<file path="src/rtl/register_dump_unit.sv">
// Debug-side register dump engine: walks the register file's debug read port
// and streams every word MSB-first as bytes over a valid/ready interface.
module register_dump_unit #(
    parameter int NB_DATA        = 32,
    parameter int NB_REG_ADDRESS = 5,
    parameter int NB_BYTE        = 8,
    parameter int N_REGS         = 32
) (
    input  logic                      i_clock,
    input  logic                      i_reset,
    input  logic                      i_start,
    input  logic [NB_DATA-1:0]        i_dato_de_debug,
    output logic [NB_REG_ADDRESS-1:0] o_direc_de_lectura_de_debug,
    output logic [NB_BYTE-1:0]        o_tx_data,
    output logic                      o_tx_valid,
    input  logic                      i_tx_ready,
    output logic                      o_busy,
    output logic                      o_done
);

    localparam int N_BYTES  = NB_DATA / NB_BYTE;
    localparam int NB_COUNT = (N_BYTES > 1) ? $clog2(N_BYTES) : 1;
    localparam logic [NB_COUNT-1:0]       LAST_BYTE = NB_COUNT'(N_BYTES - 1);
    localparam logic [NB_REG_ADDRESS-1:0] LAST_REG  = NB_REG_ADDRESS'(N_REGS - 1);

    typedef enum logic [1:0] {
        IDLE,
        ADDR,
        SEND,
        DONE
    } state_t;

    state_t                    state;
    logic [NB_REG_ADDRESS-1:0] reg_index;
    logic [NB_COUNT-1:0]       byte_count;
    logic [NB_DATA-1:0]        shift_reg;
    logic                      tx_valid;
    logic                      busy;
    logic                      done;
    logic                      transfer;

    assign transfer = tx_valid & i_tx_ready;

    // Valid, busy and done are registered alongside the state so every output
    // comes straight from a flop; the shift register empties itself to zero.
    always_ff @(posedge i_clock) begin
        if (i_reset) begin
            state      <= IDLE;
            reg_index  <= '0;
            byte_count <= '0;
            shift_reg  <= '0;
            tx_valid   <= 1'b0;
            busy       <= 1'b0;
            done       <= 1'b0;
        end else begin
            case (state)
                IDLE: begin
                    done <= 1'b0;
                    if (i_start) begin
                        reg_index <= '0;
                        busy      <= 1'b1;
                        state     <= ADDR;
                    end
                end
                ADDR: begin
                    shift_reg  <= i_dato_de_debug;
                    byte_count <= '0;
                    tx_valid   <= 1'b1;
                    state      <= SEND;
                end
                SEND: begin
                    if (transfer) begin
                        shift_reg <= shift_reg << NB_BYTE;
                        if (byte_count == LAST_BYTE) begin
                            tx_valid <= 1'b0;
                            if (reg_index == LAST_REG) begin
                                done  <= 1'b1;
                                state <= DONE;
                            end else begin
                                reg_index <= reg_index + 1'b1;
                                state     <= ADDR;
                            end
                        end else begin
                            byte_count <= byte_count + 1'b1;
                        end
                    end
                end
                DONE: begin
                    done  <= 1'b0;
                    busy  <= 1'b0;
                    state <= IDLE;
                end
                default: begin
                    state <= IDLE;
                end
            endcase
        end
    end

    // Outside ADDR the address simply keeps the last index; the sink ignores it.
    assign o_direc_de_lectura_de_debug = reg_index;
    assign o_tx_data                   = shift_reg[NB_DATA-1 -: NB_BYTE];
    assign o_tx_valid                  = tx_valid;
    assign o_busy                      = busy;
    assign o_done                      = done;

endmodule

</file>
<file path="config.mk">
export PLATFORM = sky130hd
export DESIGN_NAME = register_dump_unit
export DESIGN_NICKNAME = d
export VERILOG_FILES = /design/src/rtl/register_dump_unit.sv
export SDC_FILE = /design/constraint.sdc
export NUM_CORES = 1
export LEC_CHECK = 0
export CORE_MARGIN = 1
export CORE_UTILIZATION = 50
export DETAILED_ROUTE_END_ITERATION = 8
export GPL_ROUTABILITY_DRIVEN = 0
export PLACE_DENSITY_LB_ADDON = 0.25
export SYNTH_ARGS = -nofsm -noshare
export SYNTH_HDL_FRONTEND = slang
export SYNTH_SLANG_ARGS = --single-unit
</file>
<file path="constraint.sdc">
create_clock -name i_clock -period 2.4 [get_ports i_clock]
set_clock_uncertainty 0.05 [all_clocks]
set_input_delay 0.36 -clock i_clock [delete_from_list [all_inputs] [get_ports i_clock]]
set_output_delay 0.36 -clock i_clock [all_outputs]
set_load 0.01 [all_outputs]
</file>
# Yosys cells after proc, flatten, opt, wreduce, memory -nomap -nowiden
# Cells that the tools add are included.
[classes] addsub=2 n_eq_ne=11 muxes=24 n_bitwise=1 n_reduce_logical=13
[ops] cell="case mux 32 bit (2 select lines)" count=1
[ops] cell="2-to-1 mux 32 bit" count=1
[ops] cell="2-to-1 mux 5 bit" count=4
[ops] cell="2-to-1 mux 2 bit" count=6
[ops] cell="!= test 2 bit, second input constant" count=6
[ops] cell="case mux 5 bit (2 select lines)" count=1
[ops] cell="AND reduction 3 bit" count=3
[ops] cell="case mux 2 bit (4 select lines)" count=1
[ops] cell="nonzero test 2 bit" count=4
[ops] cell="equality test 2 bit, second input constant" count=3
[ops] cell="2-to-1 mux 1 bit" count=6
[ops] cell="case mux 1 bit (2 select lines)" count=3
[ops] cell="adder 5 x 1 -> 5 bit, second input constant" count=1
[ops] cell="equality test 5 bit, second input constant" count=1
[ops] cell="AND reduction 5 bit" count=1
[ops] cell="case mux 2 bit (2 select lines)" count=1
[ops] cell="AND reduction 2 bit" count=2
[ops] cell="AND reduction 4 bit" count=1
[ops] cell="adder 2 x 1 -> 2 bit, second input constant" count=1
[ops] cell="equality test 2 x 1 -> 1 bit, second input constant" count=1
[ops] cell="logical NOT 2 bit" count=1
[ops] cell="OR reduction 2 bit" count=1
[ops] cell="AND 1 bit" count=1
[totals] register_bits=44 in_bits=36

# Logic depth before layout (Yosys ltp)
[depth] word_depth=5 depth_mapped=8

# Worst setup path before layout
# OpenSTA, ideal clock, no wires.
[synth_path] path_kind="reg2reg" startpoint="register reg_index[0] (netlist: o_direc_de_lectura_de_debug[0])" endpoint="register reg_index[2] (netlist: o_direc_de_lectura_de_debug[2])" setup_time_ps=140 arrival_ps=1614 required_ps=2210 setup_slack_ps=596 stages_incl_launch_ff=7 synth_period_minus_slack_ps=1804 cell_sequence="dfxtp_1 -> ha_1 -> and3_1 -> ha_1 -> nand4b_1 -> a211oi_2 -> o311ai_0"
[synth_via] elab_chain_len=5 elab_cells_between_ends=8 classes_between="1 x add/sub; 2 x eq/ne; 4 x mux; 1 x reduce/logical"
[synth_lines] item="from (decl)" line="34" source="logic [NB_REG_ADDRESS-1:0] reg_index;"
[synth_lines] item="from (signal assigned)" line="80" source="reg_index <= reg_index + 1'b1;"
[synth_lines] item="adder 5 x 1 -> 5 bit" line="80"
[synth_lines] item="2-to-1 mux 5 bit" line="76" source="if (reg_index == LAST_REG) begin"
[synth_lines] item="2-to-1 mux 5 bit" line="74" source="if (byte_count == LAST_BYTE) begin"
[synth_lines] item="2-to-1 mux 5 bit" line="72" source="if (transfer) begin"
[synth_lines] item="case mux 5 bit (2 select lines)" line="56" source="case (state)"
# Several ways; a longest one is shown, not always the timed one. The select of a mux whose other input is x is not followed.
# A chain may end at the register's enable or synchronous reset.

# Worst setup path in the final report
[layout_path] startpoint="register state[0]" endpoint="register shift_reg[16]"
[layout_via] elab_chain_len=3 elab_cells_between_ends=6 classes_between="3 x eq/ne; 1 x mux; 2 x reduce/logical"
[layout_lines] item="from (decl)" line="33" source="state_t state;"
[layout_lines] item="from (signal assigned)" line="48" source="state <= IDLE;"
[layout_lines] item="from (signal assigned)" line="62" source="state <= ADDR;"
[layout_lines] item="from (signal assigned)" line="69" source="state <= SEND;"
[layout_lines] item="equality test 2 bit / equality test 2 x 1 -> 1 bit (equally long branches)" line="56"
[layout_lines] item="!= test 2 bit (no line) / nonzero test 2 bit (equally long branches)"
[layout_lines] item="AND reduction 2 bit (no line)"
[layout_lines] item="to (signal assigned)" line="66" source="shift_reg <= i_dato_de_debug;"
[layout_lines] item="to (signal assigned)" line="73" source="shift_reg <= shift_reg << NB_BYTE;"
[layout_lines] item="to (decl)" line="36" source="logic [NB_DATA-1:0] shift_reg;"
# Several ways; a longest one is shown, not always the timed one.

==> impl_metrics.json <==
{
  "worst-path-max-fanout": 24,
  "hpwlAfterDp_um": 3050,
  "most_used_standard_cell_by_instance_count_after_synthesis": "dfxtp_1",
  "synthCells": 237,
  "min-delay-path-class": "register to register",
  "clkLatencyLatePin_ns": 0.30,
  "netlist.top_cell.by_area": "dfxtp_1",
  "cts_buffers": 5,
  "holdWs_ns": 0.426,
  "synthTopCellsByArea": "dfxtp_1 39%, a211oi_2 11%, mux2i_1 11%, nor3_1 5.3%, buf_4 3.9%",
  "power.share.switching": 0.336,
  "final-hold-violation-count": 0,
  "count_of_yosys_warnings_during_synthesis": 0,
  "hold_path_depth": 2,
  "yosysTopAreaCellShare": 0.386,
  "finalSetupViolations": 0,
  "synth.lib_cells_used.distinct": 35,
  "syn-num-nets": 280,
  "floorplan.initialDensity": 0.520,
  "floorplan.die.width_um": 69.5,
  "max_slew.worst_pin.slew_ns": 0.568,
  "coreArea_mm2": 0.00438,
  "outcome": "finished clean",
  "first_global_vias": 1712,
  "crit_arrival_ns": 2.16,
  "routedWlPerCell_um": 14.5,
  "ys_ff_latch": 44,
  "worst_setup_path_start_kind": "register",
  "die_area_mm2": 0.00484,
  "cts_root_buf": "clkbuf_8",
  "crit_path_start": "state[0]",
  "vdd_drop_max_uv": 492,
  "final_max_slew_viol_count": 0,
  "largest_net_degree_at_the_start_of_global_routing": 34,
  "cts-hold-fix-buffers": 0,
  "global_route_track_usage_on_met2": 0.316,
  "synth.cell_area_mm2": 0.00228,
  "max-slew-margin-rel": 0.621,
  "period_utilization": 0.853,
  "rsz0062_at_grt": "no",
  "cp_data_required_time_ns": 2.52,
  "worst_setup_path_end_kind": "register",
  "r2r_setup_slack_ns": 0.35,
  "buffer_ports.inserted": 51,
  "die_h_um": 69.5,
  "tns_ns": 0,
  "clkPwrFrac": 0.234,
  "met3_global_route_usage": 0.0523,
  "crit-reg2reg-launch": "state[0]",
  "timing.rr.end": "shift_reg[16]",
  "postSynthAreaPerCell_um2": 9.62,
  "drt-pass1-iter-count": 4,
  "synth_edf_count": 0,
  "tritoncts": "built",
  "grt_pass1_wl_um": 8020,
  "cellPowerDensity_mw_per_mm2": 989,
  "cts_setup_buffers": 0,
  "drt_iter0_markers": 190,
  "critPathKind": "register to register",
  "synthFlopType": "dfxtp_1",
  "via_count": 1802,
  "clkSlewWorstSetupHoldPaths_ns": 0.08,
  "power.leakage_nw": 0.963,
  "p_int_mw": 1.88,
  "crit_path_end": "shift_reg[16]",
  "antenna_violating_nets_post_route": 0,
  "std_cell_rows": 24,
  "largest_register_ffs": 32,
  "totalPowerFinal_mw": 2.83,
  "groute.usage.overall": 0.207,
  "switchingPower_mw": 0.951,
  "vias_per_cell": 5.56,
  "cts_resized": 0,
  "p_comb_frac": 0.396,
  "clock_tree.htree_level_count": 2,
  "drt_drc_violations_left": 0,
  "seq_power_share": 0.370,
  "syn2layout_area_growth_pct": 25.2,
  "maxCapViolCount": 0,
  "clock-sinks": 44,
  "maximum_clock_rate_ghz": 0.488,
  "antenna_found_initial": 0,
  "design.portCount": 52,
  "totalWireLength_um": 4700,
  "grt_util_met1": 0.276,
  "busiest_layer": "met2",
  "ys_top_cells_by_count": "44 x dfxtp_1, 24 x mux2i_1, 24 x nor3_1",
  "r2r_cells": 6,
  "clockBufferDepth": 2,
  "nets": 315,
  "seq_area_frac_synth": 0.386,
  "antennaDiodeCount": 0,
  "layout-drive-gt1-share": 0.143,
  "fin_crit_ns": 2.05,
  "grt_overflow_total": 0,
  "postSynth.asyncResetShare": 0
}
## cell usage in the layout (no fill, tap or decap), drive strengths merged, types with 4 or more instances in the layout
cell type / n
nor2: 4
nand2: 10
a211oi: 25
and3: 4
inv: 6
ha: 7
nand3: 15
mux2i: 24
nand4: 5
clkdlybuf4s50: 50
nor3: 25
dfxtp: 44
a21oi: 14
nand2b: 5
buf: 7
clkbuf: 5
## worst max-delay path: stages, from the launching register on
cell and delay [ns]:
dfxtp_1 0.35, inv_1 0.12, ha_2 0.47, nand3_1 0.43, nand2_2 0.21, buf_12 0.20, a211oi_2 0.08
## layer usage
metal	vias to the layer above	routed length [um]
met1	816	2340
met2	45	2030
li1	932	-
met5	-	0
met3	9	226
met4	0	100
## per-stage QoR
| stage | instances | util | area (um2) | worst slack (ns) |
|---|---|---|---|---|
| 6_report | 324 | 0.652 | 2860 | 0.353 |
| 5_1_grt | 324 | 0.652 | 2860 | 0.171 |
| 4_1_cts | 324 | 0.652 | 2860 | 0.330 |
| 3_5_place_dp | 317 | 0.622 | 2730 | 0.359 |
| 3_3_place_gp | 317 | 0.622 | 2730 | 0.398 |
| 2_1_floorplan | 237 | - | 2280 | 0.596 |
## power groups by stage
stage	combinational (mW)	sequential, mW	clock [mW]
floorplan	0.880	1.03	0
global placement	1.10	1.05	0
detailed placement	1.11	1.06	0
CTS	1.13	1.04	0.674
global route	1.23	1.07	0.706
finish	1.12	1.05	0.662
## worst min-delay path by stage
| stage | from | end | slack (ns) |
|---|---|---|---|
| 3_3_place_gp | shift_reg[5] | shift_reg[5] | 0.41 |
| 4_1_cts | shift_reg[3] | shift_reg[3] | 0.42 |
| 3_5_place_dp | shift_reg[3] | shift_reg[3] | 0.41 |
| 2_1_floorplan | shift_reg[0] | shift_reg[0] | 0.40 |
| 6_report | shift_reg[0] | shift_reg[0] | 0.43 |
| 5_1_grt | shift_reg[1] | shift_reg[1] | 0.44 |
## cell type report
class | instances | area [um2]
Clock inverter | 2 | 60.1
Tap cell | 52 | 65.1
Fill cell | 373 | 1530
Timing Repair Buffer | 57 | 563
Clock buffer | 5 | 68.8
Sequential cell | 44 | 881
Multi-Input combinational cell | 158 | 1200
Inverter | 6 | 22.5
## logic make-up (layout without fill, tap and decap cells)
kind of cell,Yosys count,count (layout),synth area share
buffers and inverters,35,70,0.0916
and+or+nand+nor,77,77,0.184
adders and majority gates,7,7,0.0384
DFF,44,44,0.386
AOI/OAI and AO/OA,50,50,0.194
muxes,24,24,0.105
Note: power is estimated with default switching activity, not from simulation.
